**src/rtl/des_pkg.sv**
```systemverilog
// DES key schedule constants: PC-1/PC-2 selection tables and rotation amounts.
// Tables hold DES bit numbers (1 = MSB of the respective vector).
package des_pkg;

    typedef enum logic {
        IDLE,
        RUN
    } state_t;

    localparam int PC1 [56] = '{
        57, 49, 41, 33, 25, 17,  9,
         1, 58, 50, 42, 34, 26, 18,
        10,  2, 59, 51, 43, 35, 27,
        19, 11,  3, 60, 52, 44, 36,
        63, 55, 47, 39, 31, 23, 15,
         7, 62, 54, 46, 38, 30, 22,
        14,  6, 61, 53, 45, 37, 29,
        21, 13,  5, 28, 20, 12,  4
    };

    localparam int PC2 [48] = '{
        14, 17, 11, 24,  1,  5,
         3, 28, 15,  6, 21, 10,
        23, 19, 12,  4, 26,  8,
        16,  7, 27, 20, 13,  2,
        41, 52, 31, 37, 47, 55,
        30, 40, 51, 45, 33, 48,
        44, 49, 39, 56, 34, 53,
        46, 42, 50, 36, 29, 32
    };

    localparam logic [1:0] SHIFTS [16] = '{
        2'd1, 2'd1, 2'd2, 2'd2, 2'd2, 2'd2, 2'd2, 2'd2,
        2'd1, 2'd2, 2'd2, 2'd2, 2'd2, 2'd2, 2'd2, 2'd1
    };

    function automatic logic [27:0] rotl(
        input logic [27:0] x,
        input logic [1:0]  n
    );
        return (n == 2'd2) ? {x[25:0], x[27:26]} : {x[26:0], x[27]};
    endfunction

    function automatic logic [27:0] rotr(
        input logic [27:0] x,
        input logic [1:0]  n
    );
        return (n == 2'd2) ? {x[1:0], x[27:2]} : {x[0], x[27:1]};
    endfunction

endpackage

```
**src/rtl/des_pc2.sv**
```systemverilog
// PC-2 selection: 56-bit {C,D} to 48-bit round subkey.
// cd[55] is DES bit 1, k[47] is PC-2 output bit 1.
import des_pkg::*;

module des_pc2 (
    input  logic [55:0] cd,
    output logic [47:0] k
);

    always_comb begin
        k = '0;
        for (int i = 0; i < 48; i++) begin
            k[47-i] = cd[56-PC2[i]];
        end
    end

endmodule

```
**src/rtl/des_subkey_gen.sv**
```systemverilog
// Sequential DES key schedule, one subkey per valid/ready handshake.
// Decrypt walks the rotations backwards from C0/D0, so no key storage.
import des_pkg::*;

module des_subkey_gen #(
    parameter int NROUNDS = 16
) (
    input  logic        clk,
    input  logic        rst,
    input  logic        start,
    input  logic        decrypt,
    input  logic [63:0] key,
    output logic        busy,
    output logic        subkey_valid,
    input  logic        subkey_ready,
    output logic [47:0] subkey,
    output logic [3:0]  round_idx,
    output logic        last
);

    state_t      state;
    state_t      state_nxt;
    logic [27:0] c;
    logic [27:0] d;
    logic [3:0]  step;
    logic [3:0]  idx;
    logic        dec;
    logic [55:0] pc1_out;
    logic [1:0]  sh;
    logic        hs;
    logic        load;

    always_comb begin
        pc1_out = '0;
        for (int i = 0; i < 56; i++) begin
            pc1_out[55-i] = key[64-PC1[i]];
        end
    end

    assign busy         = (state == RUN);
    assign subkey_valid = busy;
    assign last         = busy && (step == 4'(NROUNDS - 1));
    assign round_idx    = idx;
    assign hs           = subkey_valid && subkey_ready;
    assign load         = (state == IDLE) && start;
    assign sh           = SHIFTS[step + 4'd1];

    always_comb begin
        state_nxt = state;
        unique case (state)
            IDLE:    if (start) state_nxt = RUN;
            RUN:     if (hs && last) state_nxt = IDLE;
            default: state_nxt = IDLE;
        endcase
    end

    always_ff @(posedge clk) begin
        if (rst) state <= IDLE;
        else     state <= state_nxt;
    end

    always_ff @(posedge clk) begin
        if (rst) begin
            c    <= '0;
            d    <= '0;
            step <= '0;
            idx  <= '0;
            dec  <= 1'b0;
        end else if (load) begin
            dec  <= decrypt;
            step <= '0;
            idx  <= decrypt ? 4'd15 : 4'd0;
            // PC-2(C0,D0) is already K16, so decrypt loads unrotated
            c    <= decrypt ? pc1_out[55:28] : rotl(pc1_out[55:28], SHIFTS[0]);
            d    <= decrypt ? pc1_out[27:0]  : rotl(pc1_out[27:0],  SHIFTS[0]);
        end else if (hs && !last) begin
            step <= step + 4'd1;
            idx  <= dec ? idx - 4'd1 : idx + 4'd1;
            c    <= dec ? rotr(c, sh) : rotl(c, sh);
            d    <= dec ? rotr(d, sh) : rotl(d, sh);
        end
    end

    des_pc2 u_pc2 (
        .cd ({c, d}),
        .k  (subkey)
    );

endmodule

```
**config.mk**
```make
export PLATFORM = sky130hd
export DESIGN_NAME = des_subkey_gen
export DESIGN_NICKNAME = d
export VERILOG_FILES = /design/src/rtl/des_pkg.sv /design/src/rtl/des_pc2.sv /design/src/rtl/des_subkey_gen.sv
export SDC_FILE = /design/constraint.sdc
export NUM_CORES = 1
export LEC_CHECK = 0
export ABC_CLOCK_PERIOD_IN_PS = 5400
export BUFFER_PORTS_ARGS = -buffer_cell sky130_fd_sc_hd__buf_2
export CORE_MARGIN = 1.5
export CORE_UTILIZATION = 40
export CTS_CLUSTER_DIAMETER = 50
export DETAILED_ROUTE_END_ITERATION = 8
export PLACE_DENSITY = 0.58
export SLEW_MARGIN = 20
export SYNTH_ARGS = -nofsm -noshare
export SYNTH_HDL_FRONTEND = slang
export SYNTH_HIERARCHICAL = 1
export SYNTH_SLANG_ARGS = --single-unit
```
**constraint.sdc**
```tcl
create_clock -name clk -period 5.4 [get_ports clk]
set_clock_uncertainty 0.05 [all_clocks]
set_input_delay 0.81 -clock clk [delete_from_list [all_inputs] [get_ports clk]]
set_output_delay 0.81 -clock clk [all_outputs]
set_load 0.01 [all_outputs]
```
==> results of run 1 <==
## how the worst max path moves through the flow
stage / start / to / slack (ns) / depth (start not counted)
6_report: step[0] / c[22] / 2.16 / 7
5_1_grt: step[0] / c[22] / 2.05 / 7
4_1_cts: step[0] / c[22] / 2.21 / 7
3_5_place_dp: start / d[15] / 2.09 / 8
3_3_place_gp: start / c[22] / 2.13 / 8
2_1_floorplan: decrypt / c[10] / 3.22 / 5
## through the flow
step	setup WS (ns)	hold slack [ns]	power [W]	instance area [um2]
global placement	2.126	0.4591	0.0009954	6038
floorplan	3.221	0.4510	0.0008987	5816
finish	2.158	0.4800	0.001683	6382
detailed placement	2.088	0.4674	0.001003	6038
global route	2.047	0.5218	0.001749	6382
CTS	2.211	0.4852	0.001683	6377
## cell families (layout without fill, tap and decap cells)
group,after synthesis,in the layout
AO/OA/AOI/OAI,313,313
XOR/XNOR,3,3
adder cells (fa/ha/maj),4,4
buffers and inverters,139,166
flip-flops,66,66
multiplexers,63,63
AND/OR/NAND/NOR,152,152
## cells in the final DEF, fill, tap and decap left out, types with 5 or more instances in the layout
cell,instances
nand2_1,43
clkbuf_16,9
a31oi_2,5
nor4_1,13
mux2_2,31
nand3_1,5
a22oi_1,14
nor2_1,24
o21ai_1,18
buf_2,115
buf_4,17
o31a_1,30
a31oi_4,7
mux2i_1,32
a21oi_1,58
a31oi_1,27
inv_1,18
dfxtp_1,66
o21ai_0,78
nor3_1,43
o221ai_1,27
o211ai_1,21
a221oi_1,9
## power breakdown
| part | switching (W) | internal (W) |
|---|---|---|
| clock | 0.000240 | 0.000442 |
| sequential | 0.0000583 | 0.000533 |
| combinational | 0.000243 | 0.000166 |
| total | 0.000542 | 0.00114 |
## area by class of cell
type	instances	area (um2)	share of cell area, %
multi-input cells	535	3726	58.38
flip-flops and latches	66	1321	20.70
repair buffers	132	703.2	11.02
clock buffers	12	266.5	4.176
well taps	180	225.2	3.529
clock inverters	4	72.57	1.137
inverters	18	67.56	1.059
## per-layer routing
| metal | routed length, um | share of wire [%] |
|---|---|---|
| met1 | 8459 | 42 |
| met2 | 9522 | 47 |
| met3 | 1662 | 8.2 |
| met4 | 556 | 2.8 |
| met5 | 0 | 0 |
## critical path, delay by kind of cell (launching register included)
family | cells | cell delay, ns
AOI/OAI and AO/OA | 2 | 1.03
buffers and inverters | 1 | 0.49
DFF | 1 | 0.42
adders and majority gates | 1 | 0.33
and+or+nand+nor | 3 | 0.77
## sequential cells by signal, summed over array words and instances, names as in the netlist
register,cells
c,28
d,28
round_idx,4
step,4
busy,1
dec,1
==> metrics.csv, run 1 <==
stage,metric,value,unit
status,status,finished clean,
logic_synthesis,async_reset_ff_share,0,%
logic_synthesis,netlist_area,0.005816,mm2
job,drv_cap,0,
logic_synthesis,synth_top_cell_by_area,dfxtp_1,
cts,cts_root_buffer,clkbuf_16,
worst_setup_path,max_stage_delay,0.77,ns
cts,clock_path_buffers,2,
logic_synthesis,synthSimpleGateAreaFrac,13.60,%
drt,ant_nets,0,
placed_design,port_buffers,115,
cts,cts_resized,0,
final_layout,nets,835,
logic_synthesis,synth_top_family_by_area,compound AO/OA/AOI/OAI gates,
worst_setup_path,crit_path_end_kind,flop,
global_routing,grt_first_pass_wirelength,30.40,mm
timing,setup_violations,0,
cts,clk_latency,0.34,ns
floorplanning,initial_core_util,41.41,%
worst_hold_path,hold_depth,2,
worst_setup_path,r2r_cells,7,
logic_synthesis,synth-xor-area-share,0.4518,%
worst_setup_path,rrSetupSlack,2.16,ns
global_routing,grt_usage,26.03,%
drt,vias_per_cell,6.560,
placed_design,gp_congestion,0.8868,
logic_synthesis,synth_area_leaders,"dfxtp_1 23%, buf_4 6.8%, o21ai_0 6.8%",
drt,drt_wl_total,20.20,mm
global_routing,grt_max_degree,77,
timing,timing.fmax,308.5,MHz
logic_synthesis,muxShareOfSynthArea,11.51,%
timing,rsz0062_at_grt,false,
cts,numCtsBuffers,9,
cts,clk_pin_slew,0.06,ns
timing,slew_headroom,24.94,%
global_routing,busiest_layer,met2,
global_routing,grt_util_met3,3.526,%
global_routing,grt_use_met1,34.03,%
drt,drc,0,
placed_design,hpwl,13.05,mm
timing,tightest_slew,1.120,ns
logic_synthesis,syn_avg_cell_area,7.859,um2
global_routing,antenna_found_initial,0,
floorplanning,dieWidth,123.6,um
drt,vias,6212,
cts,cts_hold_buf,0,
floorplanning,num_io_pins,124,
worst_setup_path,reg2reg_from,step[0],
worst_setup_path,path_cells,ha_1 > and2b_4 > o21a_2 > buf_4 > nor3_1 > o221a_1 > or3b_1,
drt,dr.pass1.iters,6,
worst_setup_path,rr_endpoint,c[22],
floorplanning,die_area,0.01527,mm2
drt,wl_per_cell,21.33,um
final_layout,diodes,0,
worst_setup_path,worstPathRequired,5.57,ns
placed_design,dp.cells,931,
worst_setup_path,crit_slowest_cell,o21a_2,
timing,drv_slew,0,
global_routing,use_met2,42.50,%
worst_setup_path,critPathMaxFanout,43,
worst_setup_path,critPathLaunchType,flop,
final_layout,area_growth_syn_to_layout,9.746,%
cts,cts-htree-levels,3,
final_layout,stdcell_count,947,
logic_synthesis,ys_ff_latch,66,
power_and_ir_drop,ir_drop,188.4,uV
logic_synthesis,syn-num-nets,813,
cts,clock-sinks,66,
final_layout,final_core_util,45.45,%
logic_synthesis,synth_compound_area_share,36.70,%
timing,min_period,3.242,ns
logic_synthesis,synth_edf_count,0,
worst_setup_path,worstPathArrival,3.42,ns
logic_synthesis,synth-main-ff-cell,dfxtp_1,
power_and_ir_drop,powerDensity,263.6,mW/mm2
worst_hold_path,hold_path_class,reg2reg,
logic_synthesis,syn_inst,740,
worst_setup_path,critPathKind,reg2reg,
global_routing,grt_pass1_vias,5625,
floorplanning,core-area,0.01404,mm2
global_routing,globalRoute.totalOverflow,0,
logic_synthesis,synth_cell_types,55,
power_and_ir_drop,p_leak,2.404,nW
logic_synthesis,yosysTopAreaCellShare,22.72,%
logic_synthesis,synthAdderAreaFrac,0.9897,%
cts,post_cts_buffers,0,
final_layout,nFillCells,1397,
floorplanning,dieHeight,123.6,um
timing,tns,0,ns
logic_synthesis,yosys_warnings,6,
logic_synthesis,synth_most_common_cell,o21ai_0,
timing,finalHoldViolations,0,
logic_synthesis,yosysSeqAreaShare,22.72,%
cts,cts_tree,yes,
drt,drtIter0Drc,705,
logic_synthesis,synthTopCellsByCount,"79 x o21ai_0, 66 x dfxtp_1, 58 x a21oi_1, 53 x buf_4, 45 x nor3_1",
timing,finalCritPeriodShare,60.03,%
worst_hold_path,hold_start,round_idx[2],
floorplanning,fp-row-count,43,
final_layout,drive_above_1_share,26.99,%
worst_hold_path,hold_path_end,round_idx[2],
(Power assumes the default switching activity.)
==> run 2, diff against run 1 <==
Settings changed: ABC_CLOCK_PERIOD_IN_PS 5400 to 2990.
Clock period 5.4 ns to 2.99 ns, I/O delays scaled along.
==> run 2 against run 1 <==
Sequential share of layout area shrank 0.61 points; wire length grew 2.0%; sequential power increased by 81%; hold slack got worse by 0.14 ns; cell area increased by 3.1%; core utilization is 1.4 points higher; non-clock buffer count grew 21; clock-buffer cell count increased by 2; fmax rose by 16%; power is 79% higher; flip-flop and latch count is the same; register-to-register slack got worse by 2.0 ns.
==> metrics.csv, run 2 (synthesis results as in run 1) <==
stage,metric,value,unit,change
power_and_ir_drop,p_leak,2.519,nW,+4.8%
drt,vias_per_cell,6.544,,-0.24%
global_routing,grt_pass1_vias,5885,,+4.6%
cts,clock_path_buffers,2,,unchanged
floorplanning,dieHeight,123.6,um,unchanged
timing,finalHoldViolations,0,,unchanged
cts,numCtsBuffers,9,,unchanged
worst_setup_path,worstPathArrival,3.02,ns,-0.40 ns
drt,vias,6328,,+1.9%
timing,setup_violations,0,,unchanged
power_and_ir_drop,p_seq_share,35.5,%,+0.3 points
drt,dr.pass1.iters,6,,unchanged
floorplanning,fp-row-count,43,,unchanged
timing,whs,0.3427,ns,-0.1374 ns
final_layout,drive_above_1_share,28.72,%,+1.7 points
power_and_ir_drop,powerDensity,458.2,mW/mm2,+74%
worst_hold_path,hold_start,start,,
worst_setup_path,reg2reg_from,step[0],,
drt,wl_per_cell,21.31,um,-0.12%
cts,cts_resized,0,,unchanged
worst_setup_path,crit_start,step[0],,
placed_design,gp_congestion,0.9670,,+9.0%
drt,drt_wl_total,20.60,mm,+2.0%
floorplanning,core-area,0.01404,mm2,unchanged
worst_hold_path,hold_path_end,busy,,
timing,min_period,2.802,ns,-0.4398 ns
cts,cts_hold_buf,0,,unchanged
floorplanning,num_io_pins,124,,unchanged
timing,tns,0,ns,unchanged
worst_setup_path,crit_path_end_kind,flop,,
final_layout,reg.largest.list,"c: 28 flops, d: 28 flops",,
global_routing,grt_max_degree,48,,-38%
final_layout,seq_area,0.001321,mm2,unchanged
worst_setup_path,critPathLaunchType,flop,,
worst_hold_path,hold_depth,3,,+1
final_layout,diodes,0,,unchanged
worst_setup_path,rrSetupSlack,0.19,ns,-1.97 ns
worst_setup_path,rr_endpoint,c[19],,
final_layout,multi_input_area,0.003716,mm2,-0.27%
worst_setup_path,r2r_cells,6,,-1
timing,finalWorstSetupSlack,0.1880,ns,-1.970 ns
status,status,finished clean,,
cts,post_cts_buffers,0,,unchanged
placed_design,dp.cells,952,,+2.3%
final_layout,nets,856,,+2.5%
cts,clock-sinks,66,,unchanged
worst_setup_path,critPathKind,reg2reg,,
final_layout,final_area,0.006578,mm2,+3.1%
cts,cts_root_buffer,clkbuf_16,,
placed_design,place_ws,0.2277,ns,-1.860 ns
floorplanning,initial_core_util,41.41,%,unchanged
cts,clk_latency,0.34,ns,about the same
power_and_ir_drop,power.switching,0.0009754,W,+80%
final_layout,most-common-layout-cells,"115 x buf_2, 78 x o21ai_0, 66 x dfxtp_1",,
worst_setup_path,critPathMaxFanout,47,,+9.3%
final_layout,final_common_cell,buf_2,,
cts,cts_tree,yes,,
floorplanning,die_area,0.01527,mm2,unchanged
global_routing,globalRoute.totalOverflow,0,,unchanged
power_and_ir_drop,combPwrFrac,25.3,%,+1.0 points
drt,drc,0,,unchanged
timing,rsz0062_at_grt,false,,
power_and_ir_drop,p_clk_share,39.2,%,-1.3 points
timing,slew_headroom,42.93,%,+18 points
worst_setup_path,worstPathRequired,3.21,ns,-2.36 ns
placed_design,hpwl,14.18,mm,+8.7%
power_and_ir_drop,switching_share,32.37,%,+0.15 points
final_layout,stdcell_count,967,,+2.1%
timing,finalCritPeriodShare,93.71,%,+34 points
final_layout,area_growth_syn_to_layout,13.10,%,
timing,tightest_slew,0.8497,ns,-0.2700 ns
drt,ant_nets,0,,unchanged
cts,clk_pin_slew,0.06,ns,about the same
job,drv_cap,0,,unchanged
drt,drtIter0Drc,720,,+2.1%
worst_hold_path,hold_path_class,in2reg,,
timing,timing.fmax,356.9,MHz,+16%
global_routing,grt_first_pass_wirelength,31.68,mm,+4.2%
global_routing,antenna_found_initial,0,,unchanged
power_and_ir_drop,p_int,0.002038,W,+79%
power_and_ir_drop,ir_drop,291.5,uV,+55%
timing,drv_slew,0,,unchanged
global_routing,grt_usage,26.89,%,+0.86 points
placed_design,placed_area,0.006254,mm2,+3.6%
cts,cts-htree-levels,3,,unchanged
placed_design,port_buffers,115,,unchanged
floorplanning,dieWidth,123.6,um,unchanged
final_layout,nFillCells,1385,,-0.86%
==> run 2: changes by cell type in the layout (fill, tap and decap cells not counted), sizes merged <==
cell	change
buf	+21
clkbuf	+2
bufinv	-1
clkinv	-1
clkinvlp	-1
==> run 2: metal layers <==
metal | part of all wire (%) | routed length, um | track usage (%) | vias to the layer above
met5 | 0 | 0 | 0 | -
met4 | 2.6 | 531 | 12.00 | 0
met3 | 8.5 | 1753 | 3.617 | 50
met2 | 47 | 9603 | 43.72 | 386
met1 | 42 | 8714 | 35.59 | 2989
li1 | - | - | - | 2903
==> run 2: power by group through the flow <==
stage          Sequential [W]  Combinational, W  Clock [W]
2_1_floorplan         0.00105          0.000569          0
3_5_place_dp          0.00109          0.000751          0
6_report              0.00107          0.000762    0.00118
3_3_place_gp          0.00108          0.000741          0
5_1_grt               0.00108          0.000826    0.00121
4_1_cts               0.00107          0.000753    0.00117
==> run 2: cell type report <==
class,count,area share [%]
well taps,180,3.424
clock buffers,14,4.470
multi-input cells,535,56.50
inverters,18,1.027
clock inverters,1,0.4565
repair buffers,153,14.04
flip-flops and latches,66,20.09
==> run 2: how the worst max path moves through the flow <==
stage	to	cells past startpoint	slack, ns
3_5_place_dp	c[19]	6	0.23
2_1_floorplan	c[11]	8	0.83
3_3_place_gp	c[19]	6	0.33
5_1_grt	c[19]	6	0.05
4_1_cts	c[19]	6	0.21
6_report	c[19]	6	0.19
==> run 2: stage by stage <==
| step | util [%] | power (W) |
|---|---|---|
| 2_1_floorplan | - | 0.001623 |
| 3_3_place_gp | 44.53 | 0.001824 |
| 3_5_place_dp | 44.53 | 0.001836 |
| 4_1_cts | 46.84 | 0.002992 |
| 5_1_grt | 46.84 | 0.003122 |
| 6_report | 46.84 | 0.003014 |
==> run 2: worst max-delay path: stages (launching register included) <==
cell and delay [ns]:
dfxtp_1 0.36, ha_1 0.39, and2b_4 0.23, o21a_4 0.40, nor4_4 0.84, a221oi_1 0.26
a21oi_1 0.18
==> run 3, diff against run 2 <==
Settings changed: CELL_PAD_IN_SITES_DETAIL_PLACEMENT set to 2, CELL_PAD_IN_SITES_GLOBAL_PLACEMENT set to 2, CORE_UTILIZATION 40 to 32, PLACE_DENSITY 0.58 to 0.77.
==> run 3 against run 2 <==
Sequential share of layout area is 0.20 points lower; cell area is 1.0% higher; critical path type unchanged; sequential power hardly changed; hold slack better by 0.0021 ns; critical endpoint unchanged; clock power hardly changed; wire length is 22% higher; via count is 0.96% higher; setup slack worse by 0.061 ns; register-to-register slack worse by 0.06 ns; clock-buffer cell count is 3 lower; first-iteration DRC count is 40% lower; non-clock buffer count is 1 lower.
==> metrics.csv, run 3 (synthesis results as in run 1) <==
stage,metric,value,unit,change
status,status,finished clean,,
timing,slew_headroom,37.05,%,-5.9 points
global_routing,grt_pass1_vias,6850,,+16%
cts,post_cts_buffers,0,,unchanged
global_routing,globalRoute.totalOverflow,0,,unchanged
drt,drc,0,,unchanged
final_layout,most-common-layout-cells,"115 x buf_2, 78 x o21ai_0, 66 x dfxtp_1",,
final_layout,multi_input_area,0.003721,mm2,+0.13%
worst_setup_path,critPathKind,reg2reg,,
timing,setup_violations,0,,unchanged
power_and_ir_drop,p_leak,2.521,nW,about the same
global_routing,antenna_found_initial,0,,unchanged
worst_setup_path,r2r_cells,6,,unchanged
global_routing,grt_usage,27.01,%,+0.12 points
final_layout,nets,855,,-0.12%
job,drv_cap,0,,unchanged
power_and_ir_drop,powerDensity,466.0,mW/mm2,+1.7%
worst_hold_path,hold_path_class,in2reg,,
worst_setup_path,crit_path_end_kind,flop,,
floorplanning,dieHeight,137.8,um,+12%
worst_setup_path,crit_slowest_cell,nor4_4,,
placed_design,hpwl,17.26,mm,+22%
cts,numCtsBuffers,9,,unchanged
worst_setup_path,rrSetupSlack,0.13,ns,-0.06 ns
timing,rsz0062_at_grt,false,,
final_layout,seq_area,0.001321,mm2,unchanged
worst_setup_path,critPathLaunchType,flop,,
floorplanning,initial_core_util,32.49,%,-8.9 points
timing,finalHoldViolations,0,,unchanged
worst_setup_path,critPathMaxFanout,27,,-43%
final_layout,nFillCells,2053,,+48%
cts,cts_hold_buf,0,,unchanged
cts,cts-htree-levels,3,,unchanged
placed_design,port_buffers,115,,unchanged
worst_setup_path,worstPathArrival,3.09,ns,+0.07 ns
worst_setup_path,worstPathRequired,3.21,ns,about the same
floorplanning,die_area,0.01899,mm2,+24%
worst_setup_path,path_cells,ha_1 > and2b_4 > o21a_2 > nor4_4 > a221oi_1 > a21oi_1,,
worst_setup_path,crit_start,step[0],,
worst_setup_path,max_stage_delay,0.82,ns,-0.02 ns
floorplanning,num_io_pins,124,,unchanged
drt,vias_per_cell,6.288,,-3.9%
worst_setup_path,cp.buffers_inverters,0,,unchanged
drt,ant_nets,0,,unchanged
worst_setup_path,worstSetupEndpoint,c[19],,
worst_setup_path,cp.depth,6,,unchanged
cts,cts_root_buffer,clkbuf_16,,
global_routing,grt_max_degree,46,,-4.2%
cts,clk_latency,0.36,ns,+0.02 ns
final_layout,final_common_cell,buf_2,,
cts,clk_pin_slew,0.06,ns,about the same
timing,whs,0.3448,ns,+0.002137 ns
worst_setup_path,rr_endpoint,c[19],,
cts,clock_path_buffers,2,,unchanged
timing,timing.fmax,349.2,MHz,-2.1%
timing,min_period,2.863,ns,+0.06145 ns
worst_setup_path,cp_top_family,simple AND/OR/NAND/NOR gates,,
timing,finalCritPeriodShare,95.77,%,+2.1 points
drt,dr.pass1.iters,5,,-1
floorplanning,core-area,0.01790,mm2,+27%
worst_hold_path,hold_start,start,,
final_layout,drive_above_1_share,28.59,%,-0.13 points
power_and_ir_drop,ir_drop,311.7,uV,+7.0%
floorplanning,dieWidth,137.8,um,+12%
timing,drv_slew,0,,unchanged
drt,vias,6389,,+0.96%
final_layout,diodes,0,,unchanged
worst_setup_path,reg2reg_from,step[0],,
drt,drtIter0Drc,433,,-40%
placed_design,gp_congestion,0.8556,,-12%
timing,tns,0,ns,unchanged
drt,drt_wl_total,25.21,mm,+22%
cts,cts_tree,yes,,
global_routing,grt_first_pass_wirelength,38.94,mm,+23%
final_layout,reg.largest.list,"c: 28 flops, d: 28 flops",,
cts,clock-sinks,66,,unchanged
timing,tightest_slew,0.9400,ns,+0.09027 ns
drt,wl_per_cell,24.81,um,+16%
final_layout,area_growth_syn_to_layout,14.26,%,
floorplanning,fp-row-count,49,,+14%
cts,cts_resized,0,,unchanged
==> run 3: worst reg2reg max path: cells and delay by family (launching register included) <==
| kind | cells | cell delay [ns] |
|---|---|---|
| fa+ha+maj | 1 | 0.40 |
| simple gates | 2 | 1.08 |
| flops | 1 | 0.36 |
| compound gates | 3 | 0.91 |
==> run 3: per-layer routing <==
metal  global-route usage [%]  vias up  share of wire (%)
li1                         -     2877                  -
met1                    32.63     3221                 42
met2                    46.97      219                 50
met3                    3.091       72                4.3
met4                    14.12        0                3.9
met5                        0        -                  0
==> run 3: area by class of cell <==
cell class / count / share of cell area (%)
multi-input cells: 535 / 56.00
well taps: 229 / 4.312
repair buffers: 152 / 13.97
clock inverters: 5 / 1.167
flip-flops and latches: 66 / 19.88
inverters: 18 / 1.017
clock buffers: 11 / 3.653
==> run 3: worst min-delay path by stage <==
stage / to / slack (ns) / depth (start not counted)
3_5_place_dp: round_idx[2] / 0.50 / 2
6_report: busy / 0.34 / 3
3_3_place_gp: round_idx[2] / 0.46 / 2
4_1_cts: busy / 0.34 / 3
5_1_grt: busy / 0.37 / 3
2_1_floorplan: c[10] / 0.45 / 2
==> run 3: per-stage QoR <==
step	instances	util, %	setup slack (ns)	instance area (um2)	power (W)
2_1_floorplan	740	-	0.8274	5816	0.001623
3_3_place_gp	1000	35.30	0.3551	6320	0.001852
3_5_place_dp	1000	35.30	0.2752	6320	0.001890
4_1_cts	1016	37.09	0.1875	6640	0.003094
5_1_grt	1016	37.12	0.006237	6645	0.003217
6_report	1016	37.12	0.1265	6645	0.003096
==> run 3: power breakdown <==
group	leakage, nW	internal, W	switching [W]
sequential	0.544	0.000963	0.000116
combinational	1.82	0.000329	0.000481
clock	0.156	0.000751	0.000456
